--- config.mk ---
export PLATFORM = sky130hd
export DESIGN_NAME = i2c_slave_regif
export DESIGN_NICKNAME = d
export VERILOG_FILES = /design/src/rtl/i2c_slave_regif.sv
export SDC_FILE = /design/constraint.sdc
export NUM_CORES = 1
export LEC_CHECK = 0
export CORE_MARGIN = 1
export CORE_UTILIZATION = 50
export CTS_CLUSTER_DIAMETER = 100
export DETAILED_ROUTE_END_ITERATION = 8
export GPL_ROUTABILITY_DRIVEN = 0
export PLACE_DENSITY = 0.78
export SETUP_SLACK_MARGIN = 0.15
export SYNTH_ARGS = -nofsm -noshare
export SYNTH_HDL_FRONTEND = slang
export SYNTH_SLANG_ARGS = --single-unit
--- constraint.sdc ---
create_clock -name clk -period 4.49 [get_ports clk]
set_input_delay 1.347 -clock clk [delete_from_list [all_inputs] [get_ports clk]]
set_output_delay 1.347 -clock clk [all_outputs]
set_load 0.01 [all_outputs]
--- src/rtl/i2c_slave_regif.sv ---
// I2C target that turns device-address / register-pointer / data transfers into
// parallel register-bank writes and combinational reads, oversampling SCL/SDA in clk.
module i2c_slave_regif #(
  parameter logic [6:0] SLAVE_ADDR  = 7'h50,
  parameter int         SYNC_STAGES = 2
) (
  input  logic       clk,
  input  logic       rst,
  input  logic       scl_in,
  input  logic       sda_in,
  output logic       sda_oe,
  output logic       wr_en,
  output logic [7:0] wr_addr,
  output logic [7:0] wr_data,
  output logic [7:0] rd_addr,
  input  logic [7:0] rd_data,
  output logic       busy
);

  localparam logic [3:0] S_IDLE     = 4'd0;
  localparam logic [3:0] S_DEV_ADDR = 4'd1;
  localparam logic [3:0] S_DEV_ACK  = 4'd2;
  localparam logic [3:0] S_REG_ADDR = 4'd3;
  localparam logic [3:0] S_REG_ACK  = 4'd4;
  localparam logic [3:0] S_WR_DATA  = 4'd5;
  localparam logic [3:0] S_WR_ACK   = 4'd6;
  localparam logic [3:0] S_RD_DATA  = 4'd7;
  localparam logic [3:0] S_RD_ACK   = 4'd8;
  localparam logic [3:0] S_IGNORE   = 4'd9;

  logic [SYNC_STAGES-1:0] scl_sync_q, sda_sync_q;
  logic                   scl_prev_q, sda_prev_q;
  logic                   scl_s, sda_s;
  logic                   scl_rise, scl_fall, start_det, stop_det;

  logic [3:0] state_q,   state_d;
  logic [3:0] bit_cnt_q, bit_cnt_d;
  logic [7:0] shift_q,   shift_d;
  logic [7:0] ptr_q,     ptr_d;
  logic       rw_q,      rw_d;
  logic       sda_oe_q,  sda_oe_d;
  logic       busy_q,    busy_d;
  logic       wr_en_q,   wr_en_d;
  logic [7:0] wr_addr_q, wr_addr_d;
  logic [7:0] wr_data_q, wr_data_d;
  logic [7:0] rx_byte;

  // Synchronisers preset to the idle bus level so reset never fakes an edge.
  always_ff @(posedge clk or posedge rst) begin
    if (rst) begin
      scl_sync_q <= '1;
      sda_sync_q <= '1;
      scl_prev_q <= 1'b1;
      sda_prev_q <= 1'b1;
    end else begin
      scl_sync_q <= {scl_sync_q[SYNC_STAGES-2:0], scl_in};
      sda_sync_q <= {sda_sync_q[SYNC_STAGES-2:0], sda_in};
      scl_prev_q <= scl_s;
      sda_prev_q <= sda_s;
    end
  end

  assign scl_s     = scl_sync_q[SYNC_STAGES-1];
  assign sda_s     = sda_sync_q[SYNC_STAGES-1];
  assign scl_rise  =  scl_s & ~scl_prev_q;
  assign scl_fall  = ~scl_s &  scl_prev_q;
  assign start_det =  scl_s &  scl_prev_q &  sda_prev_q & ~sda_s;
  assign stop_det  =  scl_s &  scl_prev_q & ~sda_prev_q &  sda_s;
  assign rx_byte   = {shift_q[6:0], sda_s};

  always_comb begin
    state_d   = state_q;
    bit_cnt_d = bit_cnt_q;
    shift_d   = shift_q;
    ptr_d     = ptr_q;
    rw_d      = rw_q;
    sda_oe_d  = sda_oe_q;
    busy_d    = busy_q;
    wr_en_d   = 1'b0;
    wr_addr_d = wr_addr_q;
    wr_data_d = wr_data_q;

    if (start_det) begin
      state_d   = S_DEV_ADDR;
      bit_cnt_d = 4'd0;
      sda_oe_d  = 1'b0;
    end else if (stop_det) begin
      state_d   = S_IDLE;
      bit_cnt_d = 4'd0;
      sda_oe_d  = 1'b0;
      busy_d    = 1'b0;
    end else begin
      case (state_q)
        S_DEV_ADDR, S_REG_ADDR, S_WR_DATA: begin
          if (scl_rise) begin
            shift_d = rx_byte;
            if (bit_cnt_q == 4'd7) begin
              bit_cnt_d = 4'd0;
              if (state_q == S_DEV_ADDR) begin
                if (rx_byte[7:1] == SLAVE_ADDR) begin
                  state_d = S_DEV_ACK;
                  busy_d  = 1'b1;
                  rw_d    = rx_byte[0];
                end else begin
                  state_d = S_IGNORE;
                  busy_d  = 1'b0;
                end
              end else if (state_q == S_REG_ADDR) begin
                ptr_d   = rx_byte;
                state_d = S_REG_ACK;
              end else begin
                wr_en_d   = 1'b1;
                wr_addr_d = ptr_q;
                wr_data_d = rx_byte;
                ptr_d     = ptr_q + 8'd1;
                state_d   = S_WR_ACK;
              end
            end else begin
              bit_cnt_d = bit_cnt_q + 4'd1;
            end
          end
        end

        // bit_cnt tracks the ACK clock: 0 = await fall, 1 = await 9th rise, 2 = await final fall.
        S_DEV_ACK, S_REG_ACK, S_WR_ACK: begin
          if (scl_fall && bit_cnt_q == 4'd0) begin
            sda_oe_d  = 1'b1;
            bit_cnt_d = 4'd1;
          end else if (scl_rise && bit_cnt_q == 4'd1) begin
            bit_cnt_d = 4'd2;
          end else if (scl_fall && bit_cnt_q == 4'd2) begin
            bit_cnt_d = 4'd0;
            if (state_q == S_DEV_ACK && rw_q) begin
              shift_d  = rd_data;
              sda_oe_d = ~rd_data[7];
              state_d  = S_RD_DATA;
            end else begin
              sda_oe_d = 1'b0;
              state_d  = (state_q == S_DEV_ACK) ? S_REG_ADDR : S_WR_DATA;
            end
          end
        end

        S_RD_DATA: begin
          if (scl_fall) begin
            if (bit_cnt_q == 4'd7) begin
              sda_oe_d  = 1'b0;
              bit_cnt_d = 4'd0;
              state_d   = S_RD_ACK;
            end else begin
              sda_oe_d  = ~shift_q[6];
              shift_d   = {shift_q[6:0], 1'b0};
              bit_cnt_d = bit_cnt_q + 4'd1;
            end
          end
        end

        // Pointer advances on the master ACK so rd_addr is settled before the reload fall.
        S_RD_ACK: begin
          if (scl_rise && bit_cnt_q == 4'd0) begin
            if (sda_s) begin
              state_d = S_IGNORE;
              busy_d  = 1'b0;
            end else begin
              ptr_d     = ptr_q + 8'd1;
              bit_cnt_d = 4'd1;
            end
          end else if (scl_fall && bit_cnt_q == 4'd1) begin
            shift_d   = rd_data;
            sda_oe_d  = ~rd_data[7];
            bit_cnt_d = 4'd0;
            state_d   = S_RD_DATA;
          end
        end

        default: begin
        end
      endcase
    end
  end

  always_ff @(posedge clk or posedge rst) begin
    if (rst) begin
      state_q   <= S_IDLE;
      bit_cnt_q <= 4'd0;
      shift_q   <= 8'd0;
      ptr_q     <= 8'd0;
      rw_q      <= 1'b0;
      sda_oe_q  <= 1'b0;
      busy_q    <= 1'b0;
      wr_en_q   <= 1'b0;
      wr_addr_q <= 8'd0;
      wr_data_q <= 8'd0;
    end else begin
      state_q   <= state_d;
      bit_cnt_q <= bit_cnt_d;
      shift_q   <= shift_d;
      ptr_q     <= ptr_d;
      rw_q      <= rw_d;
      sda_oe_q  <= sda_oe_d;
      busy_q    <= busy_d;
      wr_en_q   <= wr_en_d;
      wr_addr_q <= wr_addr_d;
      wr_data_q <= wr_data_d;
    end
  end

  assign sda_oe  = sda_oe_q;
  assign busy    = busy_q;
  assign wr_en   = wr_en_q;
  assign wr_addr = wr_addr_q;
  assign wr_data = wr_data_q;
  assign rd_addr = ptr_q;

endmodule
Word level (Yosys, flattened, before mapping)
Cells that the tools add are included.
Widths: inputs -> output; s select.
Word-level totals
  register bits after elaboration: 49
  bits of input ports: 12
  output and inout port bits: 27
  logic and storage cells: 173
Cells by class
  $add $sub $neg: 2
  eq/ne operators: 45
  muxes and demuxes: 73
  bitwise logic cells: 17
  reduce and logical (&&, ||, !) cells: 22
Operators with widths (count)
  $mux 4: 25
  $mux 7: 9
  $mux 8: 6
  $ne 4x4->1 const B: 9
  $pmux 4 s4: 2
  $pmux 7 s4: 1
  $ne 2x2->1 const B: 13
  $ne 5x5->1 const B: 5
  $mux 1: 24
  $reduce_and 7->1: 3
  $eq 4x3->1 const B: 5
  $pmux 8 s2: 1
  $ne 3x3->1 const B: 5
  $eq 4x2->1 const B: 3
  $reduce_and 12->1: 1
  $reduce_and 6->1: 2
  $not 1->1: 10
  $reduce_and 10->1: 1
  $add 8x1->8 const B: 1
  $eq 4x1->1 const B: 2
  $reduce_and 8->1: 1
  $and 1x1->1: 7
  $eq 7x7->1 const B: 1
  $logic_and 1x1->1: 6
  14 further kinds: 16

Longest topological paths before layout
Gate-level depths: netlist (run 1).
  depth after elaboration: 9
  depth in mapped cells: 9
  depth with buffers taken out: 7

Worst setup path before layout (run 1)
Ideal clock, no wire load.
  path type: reg-to-reg
  from: reg scl_prev_q
  to: reg bit_cnt_q[2]
  setup time: 126 ps
  data arrival time: 1883 ps
  required time: 4364 ps
  slack: 2481 ps
  cell stages (with the launch flop): 6
  buffers on the path: 0
  clock period less this slack: 2009 ps
  cells stage by stage: dfstp_2 -> nor4b_2 -> nand2_2 -> a32oi_2 -> o221ai_2 -> a221o_1
On the way
  word-level cells in the longest chain between the ends: 8
  elaborated cells between the ends (all ways): 26
  those cells by class: eq/ne: 5; mux: 6; bitwise: 8; reduce/logical: 7
Ends and longest elaborated chain
  from (decl): RTL line 32  | logic scl_prev_q, sda_prev_q;
  from (signal assigned): RTL line 58  | scl_prev_q <= scl_s;
  $not 1->1: RTL line 65  | assign scl_rise = scl_s & ~scl_prev_q;
  $and 1x1->1: RTL line 65
  $logic_and 1x1->1: RTL line 129  | end else if (scl_rise && bit_cnt_q == 4'd1) begin
  $mux 4: RTL line 129
  $mux 4: RTL line 126  | if (scl_fall && bit_cnt_q == 4'd0) begin
  $pmux 4 s4: RTL line 93  | case (state_q)
  $mux 4: RTL line 87  | end else if (stop_det) begin
  $mux 4: RTL line 83  | if (start_det) begin
  to (signal assigned): RTL line 196  | bit_cnt_q <= bit_cnt_d;
  to (decl): RTL line 37  | logic [3:0] bit_cnt_q, bit_cnt_d;
Several ways; a longest one is shown, not always the timed one.
A chain may end at the register's enable or synchronous reset.

Worst setup path in the final report (run 1)
  from: reg state_q[3]
  to: reg ptr_q[0], in the netlist rd_addr[0]
On the way
  word-level cells in the longest chain between the ends: 6
  elaborated cells between the ends (all ways): 17
  those cells by class: eq/ne: 9; mux: 5; reduce/logical: 3
Ends and longest elaborated chain
  from (decl): RTL line 36  | logic [3:0] state_q, state_d;
  from (signal assigned): RTL line 195  | state_q <= state_d;
  $eq 4x2->1: RTL line 93, 108
  $mux 8: RTL line 108  | end else if (state_q == S_REG_ADDR) begin
  $mux 8: RTL line 99  | if (state_q == S_DEV_ADDR) begin
  $mux 8: RTL line 97  | if (bit_cnt_q == 4'd7) begin
  $mux 8: RTL line 95  | if (scl_rise) begin
  $pmux 8 s2: RTL line 93
  to (signal assigned): RTL line 198  | ptr_q <= ptr_d;
  to (decl): RTL line 39  | logic [7:0] ptr_q, ptr_d;
Several ways; a longest one is shown, not always the timed one. The select of a mux whose other input is x is not followed.

==> run_summary.xml, run 1 <==
<?xml version="1.0" encoding="UTF-8"?>
<metrics>
  <group name="status">
    <metric name="result_of_the_run" unit="">finished clean</metric>
  </group>
  <group name="cts">
    <metric name="clockRootBuffer" unit="">sky130_fd_sc_hd__clkbuf_8</metric>
    <metric name="cts_buffer_depth" unit="">2</metric>
    <metric name="post_cts.repair.setup_buffers" unit="">0</metric>
    <metric name="cts.repair.resized" unit="">0</metric>
    <metric name="clock_sinks" unit="">49</metric>
    <metric name="cts.clk_slew.worst_paths" unit="ns">0.10</metric>
    <metric name="cts-buffers-inserted" unit="">5</metric>
    <metric name="tritoncts" unit="">yes</metric>
    <metric name="insertion_delay" unit="ns">0.30</metric>
    <metric name="htreeDepth" unit="">2</metric>
    <metric name="hold_buffers" unit="">0</metric>
  </group>
  <group name="power_and_ir_drop">
    <metric name="pwr-share-clk" unit="%">14.4</metric>
    <metric name="internal_power_of_the_cells" unit="mW">1.05</metric>
    <metric name="cellPowerDensity" unit="nW/um^2">532</metric>
    <metric name="comb_power_share" unit="%">45.3</metric>
    <metric name="ir_drop" unit="mV">0.239</metric>
    <metric name="power.switching_fraction" unit="%">40.3</metric>
    <metric name="power.net_switching" unit="uW">710</metric>
    <metric name="power.share.sequential" unit="%">40.3</metric>
    <metric name="leakage" unit="nW">1.44</metric>
  </group>
  <group name="setup_path">
    <metric name="critical_path.cell_chain" unit="">nor4b_2 -&gt; nand3_1 -&gt; o22ai_1 -&gt; and3_1 -&gt; a211oi_1</metric>
    <metric name="rr_worst_depth" unit="">5</metric>
    <metric name="criticalPathCategory" unit="">reg2reg</metric>
    <metric name="critical_path.reg2reg.endpoint" unit="">rd_addr[0]$_DFFE_PP0P_</metric>
    <metric name="critical_path.top_delay_family" unit="">simple AND/OR/NAND/NOR gates</metric>
    <metric name="timing.critical_path.arrival" unit="ns">2.88</metric>
    <metric name="critical_path_peak_fanout" unit="">18</metric>
    <metric name="critical-path-max-stage-delay" unit="ns">0.83</metric>
    <metric name="critPathBufInv" unit="">0</metric>
    <metric name="end_kind" unit="">register</metric>
    <metric name="worst-endpoint-required" unit="ns">4.62</metric>
    <metric name="r2r_setup_slack" unit="ns">1.74</metric>
    <metric name="critical_path.startpoint_type" unit="">register</metric>
    <metric name="cpMaxStageDelayCell" unit="">sky130_fd_sc_hd__o22ai_1</metric>
    <metric name="timing.rr.start" unit="">state_q[3]$_DFFE_PP0P_</metric>
  </group>
  <group name="grt">
    <metric name="globalRouteOverflowTotal" unit="">0</metric>
    <metric name="global_route_wire_length_before_repair" unit="um">10900</metric>
    <metric name="largest_net_degree_at_the_start_of_global_routing" unit="">50</metric>
    <metric name="number_of_global_route_vias_before_repair" unit="">2198</metric>
    <metric name="antenna_found_initial" unit="">0</metric>
    <metric name="global_route.usage.total" unit="%">22.8</metric>
  </group>
  <group name="timing">
    <metric name="finalClockSkew" unit="ns">0.0123</metric>
    <metric name="grt_setup_unrepaired" unit="">false</metric>
    <metric name="achievable-frequency" unit="MHz">364</metric>
    <metric name="timing_max_transition_violations_final" unit="">0</metric>
    <metric name="finalWorstPathRequiredPeriod" unit="ns">2.75</metric>
    <metric name="max_slew.worst_pin.slew" unit="ns">1.00</metric>
    <metric name="timing.final.hold_violations" unit="">0</metric>
    <metric name="final_min_period_over_clock_period" unit="%">61.2</metric>
    <metric name="setup_violations" unit="">0</metric>
    <metric name="tns" unit="ns">0</metric>
    <metric name="relSlewSlack" unit="%">33.2</metric>
  </group>
  <group name="floorplanning">
    <metric name="placement_rows" unit="">26</metric>
    <metric name="die_h" unit="um">77.2</metric>
    <metric name="floorplan.initialDensity" unit="%">53.6</metric>
    <metric name="design.portCount" unit="">39</metric>
    <metric name="core_region_area" unit="um^2">5270</metric>
    <metric name="die_area" unit="um^2">5950</metric>
    <metric name="floorplan.die.width" unit="um">77.2</metric>
  </group>
  <group name="final_layout">
    <metric name="mostFrequentLayoutCell" unit="">sky130_fd_sc_hd__dfrtp_1</metric>
    <metric name="fill_cells" unit="">462</metric>
    <metric name="post_route_cells_drive_above_1_share" unit="%">20.5</metric>
    <metric name="layout.cells.most_common_list" unit="">43 x sky130_fd_sc_hd__dfrtp_1, 38 x sky130_fd_sc_hd__clkdlybuf4s50_1, 26 x sky130_fd_sc_hd__mux2_2</metric>
    <metric name="final-instance-count-excl-fill" unit="">367</metric>
    <metric name="area.growth.synth_to_final" unit="%">17.1</metric>
    <metric name="n_antenna_cell" unit="">0</metric>
    <metric name="finish.net_count" unit="">313</metric>
  </group>
  <group name="yosys">
    <metric name="number_of_enable_flip_flop_cells_after_synthesis" unit="">0</metric>
    <metric name="postSynthNetCount" unit="">280</metric>
    <metric name="synth_area_per_cell" unit="um^2">10.7</metric>
    <metric name="netlist.area_leader.share" unit="%">38.1</metric>
    <metric name="synthesis.instances" unit="">263</metric>
    <metric name="yosys_register_bits" unit="">49</metric>
    <metric name="ys_warn_count" unit="">0</metric>
    <metric name="yosysUniqueCellTypes" unit="">56</metric>
    <metric name="synth_largest_area_cell" unit="">sky130_fd_sc_hd__dfrtp_1</metric>
    <metric name="async_flop_share" unit="%">100</metric>
    <metric name="synth_flop_cell" unit="">sky130_fd_sc_hd__dfrtp_1</metric>
    <metric name="ys_seq_area_share" unit="%">43.7</metric>
    <metric name="netlist_top_cells_area" unit="">sky130_fd_sc_hd__dfrtp_1 38%, sky130_fd_sc_hd__mux2_2 10%, sky130_fd_sc_hd__dfstp_2 5.6%</metric>
    <metric name="synth_area" unit="um^2">2820</metric>
  </group>
  <group name="hold_path">
    <metric name="min-delay-start" unit="">sda_sync_q[0]$_DFF_PP1_</metric>
    <metric name="hold_class" unit="">reg2reg</metric>
    <metric name="holdPathEnd" unit="">sda_sync_q[1]$_DFF_PP1_</metric>
    <metric name="min_path_cells" unit="">0</metric>
  </group>
  <group name="detailed_routing">
    <metric name="drtAntennaViolNets" unit="">0</metric>
    <metric name="drcViolationCount" unit="">0</metric>
    <metric name="avgViaCountPerCell" unit="">6.08</metric>
    <metric name="drt_first_iter_violations" unit="">252</metric>
    <metric name="routed_wire_length_per_instance" unit="um">16.9</metric>
    <metric name="totalWireLength" unit="um">6220</metric>
    <metric name="routed-via-count" unit="">2230</metric>
    <metric name="first_pass_iters" unit="">4</metric>
  </group>
  <group name="run">
    <metric name="cap_violations" unit="">0</metric>
  </group>
  <group name="place">
    <metric name="place.port_buffers" unit="">38</metric>
    <metric name="dpl.cell_count" unit="">359</metric>
    <metric name="place_hpwl" unit="um">4340</metric>
  </group>
</metrics>
-- layer usage --
| layer | global-route usage (%) | wire length [um] | vias up |
|---|---|---|---|
| li1 | - | - | 1057 |
| met1 | 32.8 | 2910 | 1094 |
| met5 | 0 | 0 | - |
| met3 | 3.81 | 317 | 4 |
| met4 | 4.53 | 40 | 0 |
| met2 | 36.3 | 2950 | 75 |
-- metrics by stage --
step                      util (%)  power [mW]  worst slack, ns  instance area, um^2  hold WS, ns
after floorplan                  -        1.30             1.98                 2820        0.345
after detailed placement      61.2        1.50             1.80                 3220        0.347
final                         62.8        1.76             1.74                 3310        0.359
after CTS                     62.8        1.76             1.78                 3310        0.360
after global routing          62.8        1.88             1.45                 3310        0.367
after global placement        61.2        1.48             1.86                 3220        0.346
-- registers in the layout, summed over array words and instances (netlist names), 2 cells and up --
register	flops
rd_addr	8
wr_addr	8
wr_data	8
shift_q	7
bit_cnt_q	4
state_q	4
scl_sync_q	2
sda_sync_q	2
-- layout make-up --
type	instances	area (um^2)	share of cell area (%)
inverter	6	22.5	0.681
clock buffer	7	76.3	2.31
timing repair buffer	39	388	11.7
tap	70	87.6	2.65
sequential	49	1230	37.3
clock inverter	1	7.51	0.227
multi-input combinational	195	1490	45.1
-- Yosys cell counts (all sizes together) (4+ instances only) --
master  count
a211oi      4
a21o        4
a21oi      14
and3        7
buf         8
clkbuf      5
dfrtp      43
dfstp       6
ha          5
inv         6
mux2       33
nand2      21
nand3      13
nor2       14
nor3        5
o21ai      11
o22ai       6
-- worst max-delay path by stage --
stage,from,end,slack (ns),cells after the start
after floorplan,rst,bit_cnt_q[0]$_DFFE_PP0P_,1.98,1
after global placement,rst,bit_cnt_q[1]$_DFFE_PP0P_,1.86,2
after detailed placement,state_q[3]$_DFFE_PP0P_,rd_addr[0]$_DFFE_PP0P_,1.80,5
after CTS,rd_addr[3]$_DFFE_PP0P_,rd_addr[3],1.78,1
after global routing,state_q[3]$_DFFE_PP0P_,rd_addr[0]$_DFFE_PP0P_,1.45,5
final,state_q[3]$_DFFE_PP0P_,rd_addr[0]$_DFFE_PP0P_,1.74,5
-- kinds of logic after synthesis --
family	count (synthesis)	synth area share, %
multiplexers	36	15.2
XOR/XNOR	3	0.931
AND/OR/NAND/NOR	87	18.4
flip-flops	49	43.7
AO/OA/AOI/OAI	64	16.2
adder cells (fa/ha/maj)	5	2.22
buffers and inverters	19	3.46
-- power groups by stage --
stage               Combinational (mW)  Sequential [mW]  Clock (mW)
floorplan                        0.669            0.628           0
global placement                 0.775            0.703           0
detailed placement               0.782            0.715           0
CTS                              0.790            0.706       0.262
global route                     0.872            0.730       0.279
finish                           0.798            0.709       0.254
(Power assumes the default switching activity.)
==> inputs of run 2 (changes only) <==
Clock period 4.49 ns to 2.65 ns, I/O delays scaled along.
==> run_summary.xml, run 2 (same netlist as run 1, synthesis figures left out) <==
<?xml version="1.0" encoding="UTF-8"?>
<metrics>
  <group name="timing">
    <metric name="setup_violations" unit="">0</metric>
    <metric name="tns" unit="ns">0</metric>
    <metric name="relSlewSlack" unit="%">39.9</metric>
    <metric name="max_slew.worst_pin.slew" unit="ns">0.898</metric>
    <metric name="finalWorstPathRequiredPeriod" unit="ns">2.39</metric>
    <metric name="timing.final.hold_violations" unit="">0</metric>
    <metric name="final.hold.worst_slack" unit="ns">0.360</metric>
    <metric name="achievable-frequency" unit="MHz">419</metric>
    <metric name="grt_setup_unrepaired" unit="">false</metric>
    <metric name="timing_max_transition_violations_final" unit="">0</metric>
    <metric name="final_min_period_over_clock_period" unit="%">90.0</metric>
    <metric name="finalClockSkew" unit="ns">0.00442</metric>
  </group>
  <group name="floorplanning">
    <metric name="placement_rows" unit="">26</metric>
    <metric name="floorplan.initialDensity" unit="%">53.6</metric>
    <metric name="die_h" unit="um">77.2</metric>
    <metric name="floorplan.die.width" unit="um">77.2</metric>
    <metric name="design.portCount" unit="">39</metric>
    <metric name="core_region_area" unit="um^2">5270</metric>
    <metric name="die_area" unit="um^2">5950</metric>
  </group>
  <group name="final_layout">
    <metric name="mostFrequentLayoutCell" unit="">sky130_fd_sc_hd__dfrtp_1</metric>
    <metric name="n_antenna_cell" unit="">0</metric>
    <metric name="finish.net_count" unit="">318</metric>
    <metric name="final_cell_area" unit="um^2">3390</metric>
    <metric name="layout.cells.most_common_list" unit="">43 x sky130_fd_sc_hd__dfrtp_1, 38 x sky130_fd_sc_hd__clkdlybuf4s50_1, 26 x sky130_fd_sc_hd__mux2_2</metric>
    <metric name="area.growth.synth_to_final" unit="%">20.2</metric>
    <metric name="multi_input_comb_area" unit="um^2">1490</metric>
    <metric name="ff_latch_area" unit="um^2">1230</metric>
    <metric name="post_route_cells_drive_above_1_share" unit="%">22.5</metric>
    <metric name="final-instance-count-excl-fill" unit="">372</metric>
    <metric name="fill_cells" unit="">431</metric>
  </group>
  <group name="power_and_ir_drop">
    <metric name="leakage" unit="nW">1.48</metric>
    <metric name="pwr-share-clk" unit="%">18.1</metric>
    <metric name="comb_power_share" unit="%">43.6</metric>
    <metric name="ir_drop" unit="mV">0.422</metric>
    <metric name="cellPowerDensity" unit="nW/um^2">920</metric>
    <metric name="power.share.sequential" unit="%">38.3</metric>
    <metric name="power.switching_fraction" unit="%">38.7</metric>
    <metric name="internal_power_of_the_cells" unit="mW">1.91</metric>
    <metric name="power.net_switching" unit="mW">1.21</metric>
  </group>
  <group name="detailed_routing">
    <metric name="routed-via-count" unit="">2268</metric>
    <metric name="drtAntennaViolNets" unit="">0</metric>
    <metric name="drcViolationCount" unit="">0</metric>
    <metric name="first_pass_iters" unit="">5</metric>
    <metric name="routed_wire_length_per_instance" unit="um">16.8</metric>
    <metric name="totalWireLength" unit="um">6230</metric>
    <metric name="drt_first_iter_violations" unit="">229</metric>
    <metric name="avgViaCountPerCell" unit="">6.10</metric>
  </group>
  <group name="hold_path">
    <metric name="hold_class" unit="">reg2reg</metric>
  </group>
  <group name="grt">
    <metric name="global_route_wire_length_before_repair" unit="um">10600</metric>
    <metric name="globalRouteOverflowTotal" unit="">0</metric>
    <metric name="number_of_global_route_vias_before_repair" unit="">2151</metric>
    <metric name="global_route.usage.total" unit="%">22.5</metric>
    <metric name="largest_net_degree_at_the_start_of_global_routing" unit="">30</metric>
    <metric name="antenna_found_initial" unit="">0</metric>
  </group>
  <group name="cts">
    <metric name="hold_buffers" unit="">0</metric>
    <metric name="cts.clk_slew.worst_paths" unit="ns">0.09</metric>
    <metric name="tritoncts" unit="">yes</metric>
    <metric name="cts.repair.resized" unit="">0</metric>
    <metric name="post_cts.repair.setup_buffers" unit="">0</metric>
    <metric name="cts_buffer_depth" unit="">2</metric>
    <metric name="htreeDepth" unit="">2</metric>
    <metric name="clock_sinks" unit="">49</metric>
    <metric name="insertion_delay" unit="ns">0.30</metric>
    <metric name="cts-buffers-inserted" unit="">5</metric>
    <metric name="clockRootBuffer" unit="">sky130_fd_sc_hd__clkbuf_8</metric>
  </group>
  <group name="setup_path">
    <metric name="criticalPathCategory" unit="">reg2reg</metric>
    <metric name="critical_path.startpoint_type" unit="">register</metric>
    <metric name="critical_path_peak_fanout" unit="">7</metric>
    <metric name="timing.critical_path.arrival" unit="ns">2.58</metric>
    <metric name="worst-endpoint-required" unit="ns">2.84</metric>
    <metric name="end_kind" unit="">register</metric>
  </group>
  <group name="run">
    <metric name="cap_violations" unit="">0</metric>
  </group>
  <group name="place">
    <metric name="place.port_buffers" unit="">38</metric>
    <metric name="dpl.cell_count" unit="">364</metric>
    <metric name="dpl_cell_area" unit="um^2">3270</metric>
    <metric name="place_hpwl" unit="um">4360</metric>
  </group>
  <group name="status">
    <metric name="result_of_the_run" unit="">finished clean</metric>
  </group>
</metrics>
==> run 2: cell count changes in the layout (fill, tap and decap cells not counted) <==
cell / delta
sky130_fd_sc_hd__buf_4: +4
sky130_fd_sc_hd__clkbuf_1: -2
sky130_fd_sc_hd__buf_12: +1
sky130_fd_sc_hd__bufinv_16: +1
sky130_fd_sc_hd__clkbuf_8: +1
==> run 2: layout make-up <==
cell class                      count  area share (%)
Multi-Input combinational cell    195            44.0
Sequential cell                    49            36.3
Timing Repair Buffer               44            12.9
Tap cell                           70            2.58
Clock buffer                        6            2.43
Clock inverter                      2            1.11
Inverter                            6           0.663
==> run 2: power by group through the flow <==
stage / combinational (mW) / clock, mW / sequential [mW]
floorplan: 1.13 / 0 / 1.06
global placement: 1.31 / 0 / 1.19
detailed placement: 1.34 / 0 / 1.20
CTS: 1.35 / 0.579 / 1.19
global route: 1.50 / 0.611 / 1.23
finish: 1.36 / 0.565 / 1.20
==> run 2: worst paths after layout <==
path	start	endpoint	slack [ns]	cells after the start
hold reg to reg	sda_sync_q[0]$_DFF_PP1_	sda_sync_q[1]$_DFF_PP1_	0.36	0
min in group asynchronous	rst	wr_en$_DFF_PP0_	0.82	2
hold / removal	sda_sync_q[0]$_DFF_PP1_	sda_sync_q[1]$_DFF_PP1_	0.36	0
setup reg to reg	scl_prev_q$_DFF_PP1_	bit_cnt_q[2]$_DFFE_PP0P_	0.26	5
max in group asynchronous	rst	sda_prev_q$_DFF_PP1_	1.24	3
setup / recovery	scl_prev_q$_DFF_PP1_	bit_cnt_q[2]$_DFFE_PP0P_	0.26	5
==> run 2: routing by layer <==
metal  track usage, %  up-vias  part of all wire (%)
li1                 -     1059                     -
met1             32.9     1111                    48
met2             33.8       94                    46
met3             4.29        4                   5.4
met4             6.60        0                  0.96
met5                0        -                     0
==> run 2: per-stage QoR <==
step                power, mW  setup slack (ns)  utilization [%]
floorplan                2.20             0.641                -
global placement         2.50             0.377             62.1
detailed placement       2.54             0.329             62.1
CTS                      3.11             0.319             64.4
global route             3.34             0.163             64.4
finish                   3.12             0.265             64.4
==> run 2: critical path: stages, from the launching register on <==
cell,delay [ns]
sky130_fd_sc_hd__dfstp_2,0.62
sky130_fd_sc_hd__nor4b_2,0.52
sky130_fd_sc_hd__nand2_2,0.16
sky130_fd_sc_hd__a32oi_2,0.36
sky130_fd_sc_hd__o221ai_2,0.21
sky130_fd_sc_hd__a221o_1,0.41
